### config.mk
export PLATFORM = sky130hd
export DESIGN_NAME = sel_pipe_mux
export DESIGN_NICKNAME = d
export VERILOG_FILES = /design/src/rtl/sel_pipe_mux_pkg.sv /design/src/rtl/sel_pipe_mux_core.sv /design/src/rtl/sel_pipe_mux.sv
export SDC_FILE = /design/constraint.sdc
export NUM_CORES = 1
export LEC_CHECK = 0
export ABC_CLOCK_PERIOD_IN_PS = 5600
export CAP_MARGIN = 20
export CORE_AREA = 2 2 420 422
export CTS_CLUSTER_DIAMETER = 40
export CTS_CLUSTER_SIZE = 10
export DETAILED_ROUTE_END_ITERATION = 8
export DIE_AREA = 0 0 422 424
export PLACE_DENSITY = 0.34
export SYNTH_ARGS = -nofsm -noshare
export SYNTH_HDL_FRONTEND = slang
export SYNTH_SLANG_ARGS = --single-unit
### constraint.sdc
create_clock -name clk -period 5.6 [get_ports clk]
set_input_delay 1.12 -clock clk [delete_from_list [all_inputs] [get_ports clk]]
set_output_delay 1.12 -clock clk [all_outputs]
set_load 0.005 [all_outputs]
### src/rtl/sel_pipe_mux_pkg.sv
// Shared definitions for the sel_pipe_mux slice.
//   - state_t     : occupancy state of the output pipeline (main + skid register)
//   - DEF_WIDTH   : default data width per channel
//   - DEF_N       : default channel count
package sel_pipe_mux_pkg;

  localparam int unsigned DEF_WIDTH = 32;
  localparam int unsigned DEF_N     = 32;

  typedef enum logic [1:0] {
    EMPTY = 2'b00,
    ONE   = 2'b01,
    TWO   = 2'b10
  } state_t;

endpackage

### src/rtl/sel_pipe_mux_core.sv
// Combinational channel select with zero forcing and out-of-range detection.
//   i_din     : N flattened channels, channel k at [k*WIDTH +: WIDTH]
//   i_sel     : channel select
//   i_zero_en : force data to zero
//   o_data    : selected word (0 if zeroed, DEFAULT_VAL if out of range)
//   o_oob     : select is >= N
module sel_pipe_mux_core
  import sel_pipe_mux_pkg::*;
#(
  parameter int unsigned      WIDTH       = DEF_WIDTH,
  parameter int unsigned      N           = DEF_N,
  parameter int unsigned      SEL_W       = 5,
  parameter logic [WIDTH-1:0] DEFAULT_VAL = '0
) (
  input  logic [N*WIDTH-1:0] i_din,
  input  logic [SEL_W-1:0]   i_sel,
  input  logic               i_zero_en,
  output logic [WIDTH-1:0]   o_data,
  output logic               o_oob
);

  logic [31:0]      w_sel_ext;
  logic [WIDTH-1:0] w_chan;

  assign w_sel_ext = 32'(i_sel);

  always_comb begin
    w_chan = '0;
    for (int unsigned k = 0; k < N; k++) begin
      if (w_sel_ext == k) begin
        w_chan = i_din[k*WIDTH +: WIDTH];
      end
    end
  end

  always_comb begin
    o_oob  = (w_sel_ext >= N);
    o_data = w_chan;
    if (i_zero_en) begin
      o_data = '0;
    end else if (o_oob) begin
      o_data = DEFAULT_VAL;
    end
  end

endmodule

### src/rtl/sel_pipe_mux.sv
// Registered channel multiplexer with a ready/valid skid buffer.
//   clk, reset  : clock, synchronous active-low reset
//   din, sel, zero_en, in_valid / in_ready : upstream handshake and payload
//   out_valid / out_ready                  : downstream handshake
//   out_data, out_sel, out_oob             : held result (selected word, its select,
//                                            out-of-range flag)
module sel_pipe_mux
  import sel_pipe_mux_pkg::*;
#(
  parameter int unsigned      WIDTH       = DEF_WIDTH,
  parameter int unsigned      N           = DEF_N,
  parameter int unsigned      SEL_W       = 5,
  parameter logic [WIDTH-1:0] DEFAULT_VAL = '0
) (
  input  logic               clk,
  input  logic               reset,
  input  logic [N*WIDTH-1:0] din,
  input  logic [SEL_W-1:0]   sel,
  input  logic               zero_en,
  input  logic               in_valid,
  output logic               in_ready,
  output logic               out_valid,
  input  logic               out_ready,
  output logic [WIDTH-1:0]   out_data,
  output logic [SEL_W-1:0]   out_sel,
  output logic               out_oob
);

  state_t           r_state;
  state_t           w_state_nxt;
  logic             r_in_ready;

  logic [WIDTH-1:0] r_main_data, r_skid_data;
  logic [SEL_W-1:0] r_main_sel,  r_skid_sel;
  logic             r_main_oob,  r_skid_oob;

  logic [WIDTH-1:0] w_cap_data;
  logic             w_cap_oob;
  logic             w_accept;
  logic             w_consume;
  logic             w_load_main;
  logic             w_load_skid;
  logic             w_skid_to_main;

  sel_pipe_mux_core #(
    .WIDTH       (WIDTH),
    .N           (N),
    .SEL_W       (SEL_W),
    .DEFAULT_VAL (DEFAULT_VAL)
  ) u_core (
    .i_din     (din),
    .i_sel     (sel),
    .i_zero_en (zero_en),
    .o_data    (w_cap_data),
    .o_oob     (w_cap_oob)
  );

  assign w_accept  = in_valid & r_in_ready;
  assign w_consume = (r_state != EMPTY) & out_ready;

  always_comb begin
    w_state_nxt    = r_state;
    w_load_main    = 1'b0;
    w_load_skid    = 1'b0;
    w_skid_to_main = 1'b0;
    case (r_state)
      EMPTY: begin
        if (w_accept) begin
          w_load_main = 1'b1;
          w_state_nxt = ONE;
        end
      end
      ONE: begin
        if (w_accept && !w_consume) begin
          w_load_skid = 1'b1;
          w_state_nxt = TWO;
        end else if (!w_accept && w_consume) begin
          w_state_nxt = EMPTY;
        end else if (w_accept && w_consume) begin
          w_load_main = 1'b1;
        end
      end
      TWO: begin
        if (w_consume) begin
          w_skid_to_main = 1'b1;
          w_state_nxt    = ONE;
        end
      end
      default: w_state_nxt = EMPTY;
    endcase
  end

  // in_ready is registered from the next state so it never follows out_ready
  // combinationally; TWO is the only state that cannot take another word.
  always_ff @(posedge clk) begin
    if (!reset) begin
      r_state     <= EMPTY;
      r_in_ready  <= 1'b1;
      r_main_data <= '0;
      r_main_sel  <= '0;
      r_main_oob  <= 1'b0;
      r_skid_data <= '0;
      r_skid_sel  <= '0;
      r_skid_oob  <= 1'b0;
    end else begin
      r_state    <= w_state_nxt;
      r_in_ready <= (w_state_nxt != TWO);
      if (w_load_main) begin
        r_main_data <= w_cap_data;
        r_main_sel  <= sel;
        r_main_oob  <= w_cap_oob;
      end else if (w_skid_to_main) begin
        r_main_data <= r_skid_data;
        r_main_sel  <= r_skid_sel;
        r_main_oob  <= r_skid_oob;
      end
      if (w_load_skid) begin
        r_skid_data <= w_cap_data;
        r_skid_sel  <= sel;
        r_skid_oob  <= w_cap_oob;
      end
    end
  end

  assign in_ready  = r_in_ready;
  assign out_valid = (r_state != EMPTY);
  assign out_data  = r_main_data;
  assign out_sel   = r_main_sel;
  assign out_oob   = r_main_oob;

endmodule

==> Word-level counts from Yosys, hierarchy flattened <==
Index checks and enable logic that the tools add are counted.
{ "word_totals": {"register_bits": 79, "inputBits": 1034, "out_inout_bits": 40, "word_cells": 108} }
{ "op_classes": {"magnitude_cmp": 1, "n_eq_ne": 34, "muxes": 54, "bitwise_logic": 2, "n_reduce_logical": 9} }
{ "ops": {"columns": ["cell", "count"], "rows": [
  ["$mux W32", 36],
  ["$eq A5 B5 Y1 const B", 16],
  ["$eq A5 B4 Y1 const B", 8],
  ["$logic_not A32 Y1", 1],
  ["$eq A5 B3 Y1 const B", 4],
  ["$eq A5 B2 Y1 const B", 2],
  ["$mux W1", 10],
  ["$mux W5", 2],
  ["$mux W2", 4],
  ["$ge A5 B6 Y1 const B", 1],
  ["$pmux W2 S3", 1],
  ["$eq A5 B1 Y1 const B", 1],
  ["$reduce_bool A2 Y1", 2],
  ["$logic_and A1 B1 Y1", 3],
  ["$and A1 B1 Y1", 2],
  ["$eq A2 B1 Y1 const B", 1],
  ["$eq A2 B2 Y1 const B", 1],
  ["$logic_not A1 Y1", 2],
  ["$logic_not A2 Y1", 1],
  ["$ne A2 B2 Y1 const B", 1],
  ["$pmux W1 S2", 1]
]} }

==> Longest topological paths before layout <==
Gate-level depths: netlist of the first run.
{ "logic_depth": {"word_depth": 36, "depth_mapped": 12, "ltp_nobuf": 7} }

==> Modules after synthesis <==
A second synthesis of the first run with hierarchy kept.
{ "unflattened": {"hier_cells": 1716, "hier_area_um2": 11619.9} }
{ "by_module_without_submodules": {"columns": ["mod", "n_inst", "cells_per_inst", "area_per_inst_um2", "seq_area_each_um2"], "rows": [
  ["sel_pipe_mux_core", 1, 1322, 8449.4, 0.0],
  ["sel_pipe_mux", 1, 394, 3170.5, 1581.5]
]} }

==> Worst setup path after synthesis of the first run <==
Ideal clock, no wire load.
{ "synth_timing": {"kind": "input to register", "start": "input port sel[1]", "end": "register r_main_data[16], in the netlist out_data[16]", "setup_ps": 127, "arrival_ps": 2901, "required_time_ps": 5473, "path_slack_ps": 2572, "stages": 10, "n_path_buf": 4, "path_cell_list": "buf_6 -> buf_6 -> buf_6 -> buf_2 -> mux2_1 -> a222oi_1 -> o22ai_1 -> a211oi_1 -> a2bb2oi_1 -> o22ai_1"} }
{ "synth_between": {"elab_chain_len": 36, "elab_cells_between_ends": 68, "cone_classes": "order compare: 1; eq/ne: 31; mux: 35; reduce/logical: 1"} }
{ "synth_rtl": {"columns": ["item", "line_no", "source"], "rows": [
  ["from (decl)", "sel_pipe_mux.sv:18", "input logic [SEL_W-1:0] sel,"],
  ["$logic_not A32 Y1", "sel_pipe_mux_core.sv:30", "if (w_sel_ext == k) begin"],
  ["$mux W32 (32 in a row)", "sel_pipe_mux_core.sv:30", null],
  ["$mux W32 (*)", "sel_pipe_mux_core.sv:41", "end else if (o_oob) begin"],
  ["$mux W32 (*)", "sel_pipe_mux_core.sv:39", "if (i_zero_en) begin"],
  ["$mux W32 (*)", "sel_pipe_mux.sv:108", "if (w_load_main) begin"],
  ["to (signal assigned)", "sel_pipe_mux.sv:109", "r_main_data <= w_cap_data;"],
  ["to (signal assigned)", "sel_pipe_mux.sv:113", "r_main_data <= r_skid_data;"],
  ["to (decl)", "sel_pipe_mux.sv:33", "logic [WIDTH-1:0] r_main_data, r_skid_data;"]
]} }
Mark *: on every way between the ends. The rest lies on a longest branch, timed or not.
A chain may end at the register's enable or synchronous reset.

==> Final worst setup path of the first run <==
{ "layout_timing": {"start": "input port sel[2]", "end": "register r_main_data[11], in the netlist out_data[11]"} }
The elaborated chain is that of the path after synthesis.

==> results of run 1 <==
==> how the worst max path moves through the flow <==
| stage | from | endpoint | slack, ns | depth (start not counted) |
|---|---|---|---|---|
| 2_1_floorplan | sel[1] | out_data[16] | 2.57 | 10 |
| 3_3_place_gp | sel[2] | out_data[11] | 0.09 | 9 |
| 3_5_place_dp | sel[2] | out_data[11] | 0.48 | 9 |
| 4_1_cts | sel[2] | out_data[11] | 0.88 | 9 |
| 5_1_grt | sel[2] | out_data[11] | 0.81 | 9 |
| 6_report | sel[2] | out_data[11] | 0.75 | 9 |
==> kinds of logic (layout without fill, tap and decap cells) <==
logic type	count (synthesis)	in the layout	share of synthesized area (%)
DFF	77	77	12.6
and+or+nand+nor	766	766	32.7
buffers and inverters	203	1230	8.28
other	1	79	0.0305
AOI/OAI and AO/OA	750	750	43.7
muxes	32	32	2.70
==> layer usage <==
layer / wire length (um) / global-route usage [%] / share of wire [%]
met2: 119000 / 44.9 / 47
met3: 22800 / 9.75 / 9.0
met1: 98400 / 31.6 / 39
met4: 11900 / 10.9 / 4.7
met5: 1340 / 0 / 0.53
==> layout by cell type (no fill, tap or decap), drive strengths merged, types with 31 or more instances in the layout <==
cell type         n
nand2           184
a221oi           31
nand4            46
a22oi           138
o22ai            43
dfxtp            77
buf             140
diode            78
a21oi           113
o21ai           128
clkdlybuf4s50  1066
and3             54
nor2            138
nand3           170
==> cell type report <==
class	instances	area [um2]	share of cell area (%)
Antenna cell	78	195	0.727
Clock buffer	14	264	0.984
Clock inverter	1	30.0	0.112
Inverter	9	33.8	0.126
Multi-Input combinational cell	1549	10000	37.3
Sequential cell	77	1540	5.74
Tap cell	2340	2930	10.9
Timing Repair Buffer	1206	11800	44.1
==> stage by stage <==
| step | cell area (um2) | setup WS, ns |
|---|---|---|
| 2_1_floorplan | 12300 | 2.57 |
| 3_3_place_gp | 26300 | 0.0930 |
| 3_5_place_dp | 26300 | 0.484 |
| 4_1_cts | 26600 | 0.876 |
| 5_1_grt | 26700 | 0.814 |
| 6_report | 26800 | 0.751 |
==> synth_stat cells, drive strengths merged (19+ instances only) <==
master | n | share of area [%]
a211oi | 24 | 1.5
a21oi | 113 | 4.6
a221oi | 31 | 2.2
a222oi | 25 | 2.0
a22o | 29 | 2.1
a22oi | 138 | 8.4
a32oi | 19 | 1.4
and3 | 54 | 2.8
buf | 131 | 6.1
clkbuf | 63 | 1.9
dfxtp | 77 | 13
mux2i | 23 | 1.9
nand2 | 184 | 5.6
nand3 | 170 | 6.9
nand4 | 46 | 2.3
nor2 | 138 | 4.4
nor3 | 29 | 1.4
o21ai | 128 | 5.2
o22ai | 43 | 2.2
==> power by group <==
group / internal [uW] / switching (uW) / leakage, uW
Combinational: 927 / 1040 / 0.00813
Clock: 368 / 259 / 0.000143
Sequential: 576 / 27.1 / 0.000627
Total: 1870 / 1320 / 0.00890
==> flip-flops by register name, indices dropped and copies added, names as in the netlist <==
signal and cells:
out_sel 5, r_skid_sel 5, in_ready 1, r_skid_data 32, out_data 32, r_state 2
==> worst max-delay path, stage by stage <==
cell and delay [ns]:
buf_4 0.51, nand3_1 0.49, nor2_4 0.96, a22oi_1 0.35
nand3_1 0.58, nor4_2 0.11, buf_4 0.21, o32a_1 0.44
o22ai_1 0.21
==> results.md, run 1 <==
- Synth warn: 0
- Max transition margin: 19.3%
- Antenna Nets Post-Route: 0
- Clk_lat worst skew: 0.37 ns
- P_leak: 0.00890 uW
- Hold Path Depth: 2
- Hold_sp: r_skid_data[4]
- Critical Path End Type: flop
- PostCTS Resize Cnt: 0
- IO Count: 1,074
- Setup_tns: 0 ns
- DP Cell Count: 5,180
- Clock Pin Slew Worst Setup and Hold Paths: 0.06 ns
- Synth Instances: 1,829
- Max clock buf depth: 2
- Slew @ Worst Pin: 1.21 ns
- FF-to-FF path depth: 7
- #FFs+latches synth: 77
- H-tree levels: 3
- Synthesized area: 12,300 um2
- GPL Wtd Cong: 0.947
- Minimum clock period: 4.85 ns
- Inserted Clock Buffers: 9
- # DRC: 0
- Antenna violations before repair: 277
- Post-Route WL: 254,000 um
- Post-synth EDFFs: 0
- RR Startpoint: in_ready
- Number of fill cells: 20,178
- Grt ovf: 0
- Async S/R FF share, synth: 0%
- Pwr Total: 3200 uW
- Port-buffer cells: 1,072
- Drt first pass iters: 6
- Chip Width: 422 um
- DRT iter0 DRCs: 2,739
- Hold slack: 0.450 ns
- Seq/Total Area, Yosys: 12.6%
- RSZ-0062 raised after global routing: no
- Crit path DAT: 5.13 ns
- Dpl hpwl: 222,000 um
- Worst VDD drop: 0.162 mV
- Pin count of the biggest net entering global routing: 44
- Final Hold Fails: 0
- Vias/cell: 4.44
- Share of post-route cells with drive strength above 1: 8.44%
- WL/cell: 48.1 um
- Avg Cell Area, Syn: 6.71 um2
- Tcrit/Tclk final: 86.6%
- Core Util, Final: 15.3%
- Row count: 154
- Synth unique cells: 94
- Core area: 175,000 um2
- Status: finished, final reports clean
- Die H: 424 um
- Commonest register cell after synthesis: dfxtp_1
- FF-to-FF setup slack: 2.92 ns
- # Max-Cap Violations: 0
- Slew Viols, Final: 0
- First-pass GRT wire length: 306,000 um
- Area Overhead vs Synth: 119%
- Die area: 179,000 um2
- CP Max Fanout: 43
- # clock sinks: 77
- Number of hold buffers added after CTS: 0
- Overall Global Routing Usage: 27.1%
- Setup Crit Path Kind: in2reg
- CTS tree: done
- Final Non-Filler Cells: 5,274
- Mapped Nets: 2,863
- FMAX: 206 MHz
- Vias in the first global route: 22,660
- Via count: 23,413
- Final nets: 3,886
- Worst Path Required: 5.88 ns
- Skew final: 0.0108 ns
- Critical Path Start Type: primary input
- Count of final setup violators: 0
- Hold WC Path Type: reg2reg
- Clock root cell: clkbuf_16
- Post CTS Setup Buffer Count: 0
- Power per cell area: 119 nW/um2
- Min-Delay Endpoint: r_skid_data[4]
- Initial Utilization: 7.02%
- Reg2reg end: out_data[13]
Note: power is estimated with default switching activity, not from simulation.
==> run 2: changes to the inputs <==
ABC_CLOCK_PERIOD_IN_PS = 6050   (was 5600)
CORE_AREA = 2 2 414 416   (was 2 2 420 422)
DIE_AREA = 0 0 416 418   (was 0 0 422 424)
SYNTH_HIERARCHICAL = 1   (was unset)
clock period = 6.05 ns   (was 5.6 ns; I/O delays follow)
==> run 2 against run 1 <==
First-iteration DRC count shrank 26%. Clock-buffer cell count shrank 4. Combinational power fell by 15%. Global-route usage fell by 3.5 points. Cell count fell by 5.8%. Worst setup slack improved by 0.25 ns. Die area down 2.8%. Non-clock buffer count decreased by 40. Via count is 11% lower. Synthesized cell count shrank 6.2%. Largest cell class unchanged. Largest power group unchanged. Highest routed layer unchanged.
==> results.md, run 2 <==
- Clk_lat worst skew: 0.37 ns (about the same)
- Antenna Nets Post-Route: 0 (unchanged)
- Power per cell area: 111 nW/um2 (was 119 nW/um2)
- Max clock buf depth: 2 (unchanged)
- Status: finished, final reports clean (unchanged)
- Critical Path Start Type: primary input (unchanged)
- XOR/XNOR Fraction of Synth Area: 0% (unchanged)
- Vias in the first global route: 20,700 (was 22,660)
- Avg Cell Area, Syn: 6.77 um2 (was 6.71 um2)
- Most frequent cell after synthesis: nand2_1 (unchanged)
- Port-buffer cells: 1,073 (was 1,072)
- Row count: 151 (was 154)
- Final worst slack: 1.01 ns (was 0.751 ns)
- Mapped Nets: 2,750 (was 2,863)
- Slew @ Worst Pin: 1.13 ns (was 1.21 ns)
- # Max-Cap Violations: 0 (unchanged)
- Clock Pin Slew Worst Setup and Hold Paths: 0.07 ns (was 0.06 ns)
- Commonest register cell after synthesis: dfxtp_1 (unchanged)
- Post-synth EDFFs: 0 (unchanged)
- Hold Path Depth: 2 (unchanged)
- Via count: 20,831 (was 23,413)
- RR Startpoint: r_state[0] (was in_ready)
- Inserted Clock Buffers: 9 (unchanged)
- Most common cell after layout, fill and taps aside: clkdlybuf4s50_1 (unchanged)
- Clock root cell: clkbuf_16 (unchanged)
- Core Util, Final: 15.2% (was 15.3%)
- FMAX: 198 MHz
- Area Overhead vs Synth: 121% (was 119%)
- Minimum clock period: 5.04 ns
- P_leak: 0.00833 uW (was 0.00890 uW)
- Yosys top cell by area: a22oi_1 (was dfxtp_1)
- Synth Instances: 1,716 (was 1,829)
- Die area: 174,000 um2 (was 179,000 um2)
- Post-Route WL: 215,000 um (was 254,000 um)
- Async S/R FF share, synth: 0% (unchanged)
- FF-to-FF path depth: 5 (was 7)
- Worst VDD drop: 0.101 mV (was 0.162 mV)
- Max transition margin: 22.7% (was 19.3%)
- PostCTS Resize Cnt: 0 (unchanged)
- Compound-cell area share of the yosys netlist: 48.1% (was 43.7%)
- Final instance area: 25,700 um2 (was 26,800 um2)
- Pwr Total: 2850 uW (was 3200 uW)
- Hold_sp: r_skid_data[24] (was r_skid_data[4])
- Post CTS Setup Buffer Count: 0 (unchanged)
- Mux contribution to synthesized area: 6.05% (was 2.70%)
- Final Hold Fails: 0 (unchanged)
- FF-to-FF setup slack: 3.88 ns (was 2.92 ns)
- Seq/Total Area, Yosys: 13.6% (was 12.6%)
- Area after DPL: 25,300 um2 (was 26,300 um2)
- Synthesized area: 11,600 um2 (was 12,300 um2)
- Chip Width: 416 um (was 422 um)
- Die H: 418 um (was 424 um)
- H-tree levels: 3 (unchanged)
- Vias/cell: 4.19 (was 4.44)
- Skew final: 0.0117 ns (was 0.0108 ns)
- GPL Wtd Cong: 0.949 (was 0.947)
- DRT iter0 DRCs: 2,031 (was 2,739)
- Post-Synth Simple-Gate Area: 24.0% (was 32.7%)
- Pin count of the biggest net entering global routing: 85 (was 44)
- RSZ-0062 raised after global routing: no (unchanged)
- Share of post-route cells with drive strength above 1: 7.77% (was 8.44%)
- Overall Global Routing Usage: 23.6% (was 27.1%)
- CTS tree: done (unchanged)
- Grt ovf: 0 (unchanged)
- Critical Path End Type: flop (unchanged)
- Count of final setup violators: 0 (unchanged)
- Initial Utilization: 6.87% (was 7.02%)
- Min-Delay Endpoint: r_skid_data[24] (was r_skid_data[4])
- Adder-Cell Fraction of Synth Area: 0% (unchanged)
- WL/cell: 43.2 um (was 48.1 um)
- Tcrit/Tclk final: 83.4%
- First-pass GRT wire length: 262,000 um (was 306,000 um)
- Place WS: 0.395 ns (was 0.484 ns)
- Commonest cells after routing, fill and taps aside: clkdlybuf4s50_1, nand2_1, a22oi_1, a21oi_1, o21ai_0 (was clkdlybuf4s50_1, nand2_1, nand3_1, a22oi_1, buf_4)
- Yosys top cell area share: 15.7% (was 12.6%)
- Slew Viols, Final: 0 (unchanged)
- Top cells by count, synth: nand2_1, a22oi_1, a21oi_1, o21ai_0, nor2_1 (was nand2_1, nand3_1, a22oi_1, nor2_1, a21oi_1)
- Reg2reg end: out_data[8] (was out_data[13])
- IO Count: 1,074 (unchanged)
- Number of hold buffers added after CTS: 0 (unchanged)
- Antenna violations before repair: 162 (was 277)
- Worst Path Required: 6.30 ns (was 5.88 ns)
- Synth warn: 6 (was 0)
- # DRC: 0 (unchanged)
- Final nets: 3,746 (was 3,886)
- # clock sinks: 79 (was 77)
- Synth unique cells: 83 (was 94)
- Setup Crit Path Kind: in2reg (unchanged)
- Hold WC Path Type: reg2reg (unchanged)
- CP Max Fanout: 44 (was 43)
- Drt first pass iters: 6 (unchanged)
- Setup_tns: 0 ns (unchanged)
- Crit path DAT: 5.29 ns (was 5.13 ns)
- Dpl hpwl: 188,000 um (was 222,000 um)
- Core area: 169,000 um2 (was 175,000 um2)
- Top cells by area, synth: a22oi_1, dfxtp_1, nand2_1, a21oi_1, o21ai_0 (was dfxtp_1, a22oi_1, nand3_1, nand2_1, a21oi_1)
- #FFs+latches synth: 79 (was 77)
- Main combinational cell family by area after synthesis: compound AO/OA/AOI/OAI gates (unchanged)
run 2: changes by cell type after synthesis, sizes merged, moves of 14 or more:
cell / before / now
a21boi: 18 / 45
a211oi: 24 / 10
a22oi: 138 / 243
mux2i: 23 / 41
a31oi: 16 / 42
a222oi: 25 / 7
and3: 54 / 24
and3b: 18 / 1
nand2: 184 / 248
nand3: 170 / 34
nor2: 138 / 112
run 2: cell families (layout without fill, tap and decap cells):
kind of cell / after synthesis / after routing
AO/OA/AOI/OAI: 802 / 802
AND/OR/NAND/NOR: 579 / 579
buffers and inverters: 193 / 1194
flip-flops: 79 / 79
multiplexers: 62 / 62
other: 1 / 36
run 2: power by group:
part	internal (uW)	total [uW]	switching [uW]
clock	323	603	280
sequential	550	577	26.6
combinational	846	1670	825
run 2: cell type report:
cell class                      count  area [um2]
Fill cell                       19314      143000
Timing Repair Buffer             1166       11500
Multi-Input combinational cell   1444        9360
Tap cell                         2218        2780
Sequential cell                    79        1580
Clock buffer                       10         229
Antenna cell                       35        87.6
Clock inverter                      6        70.1
Inverter                           12        45.0
run 2: worst max path at each step:
stage | startpoint | cells after the start | to
6_report | sel[1] | 10 | out_data[23]
5_1_grt | sel[1] | 11 | out_data[31]
4_1_cts | sel[1] | 11 | out_data[31]
3_5_place_dp | sel[1] | 11 | out_data[31]
3_3_place_gp | sel[2] | 11 | out_data[23]
2_1_floorplan | sel[2] | 10 | out_data[27]
run 2: layer usage:
metal  vias up  wire length, um  global-route usage [%]
met1     10544            86300                    28.3
met4        70             5810                    5.85
met3       324            13400                    4.93
met2      1128           109000                    42.5
met5         -              450                       0
li1       8765                -                       -
run 2: critical path: stages:
cell,delay (ns)
buf_6,0.36
or2_2,0.72
nor2_4,0.30
buf_12,0.25
a22oi_1,0.70
nand4_1,0.20
o31ai_2,0.88
a21oi_1,0.21
o21ai_0,0.22
a31oi_1,0.05
run 2: through the flow:
stage / cells / hold WS [ns]
after detailed placement: 4919 / 0.446
final: 4970 / 0.457
after global placement: 4916 / 0.442
after CTS: 4935 / 0.457
after global routing: 4959 / 0.474
after floorplan: 1716 / 0.435
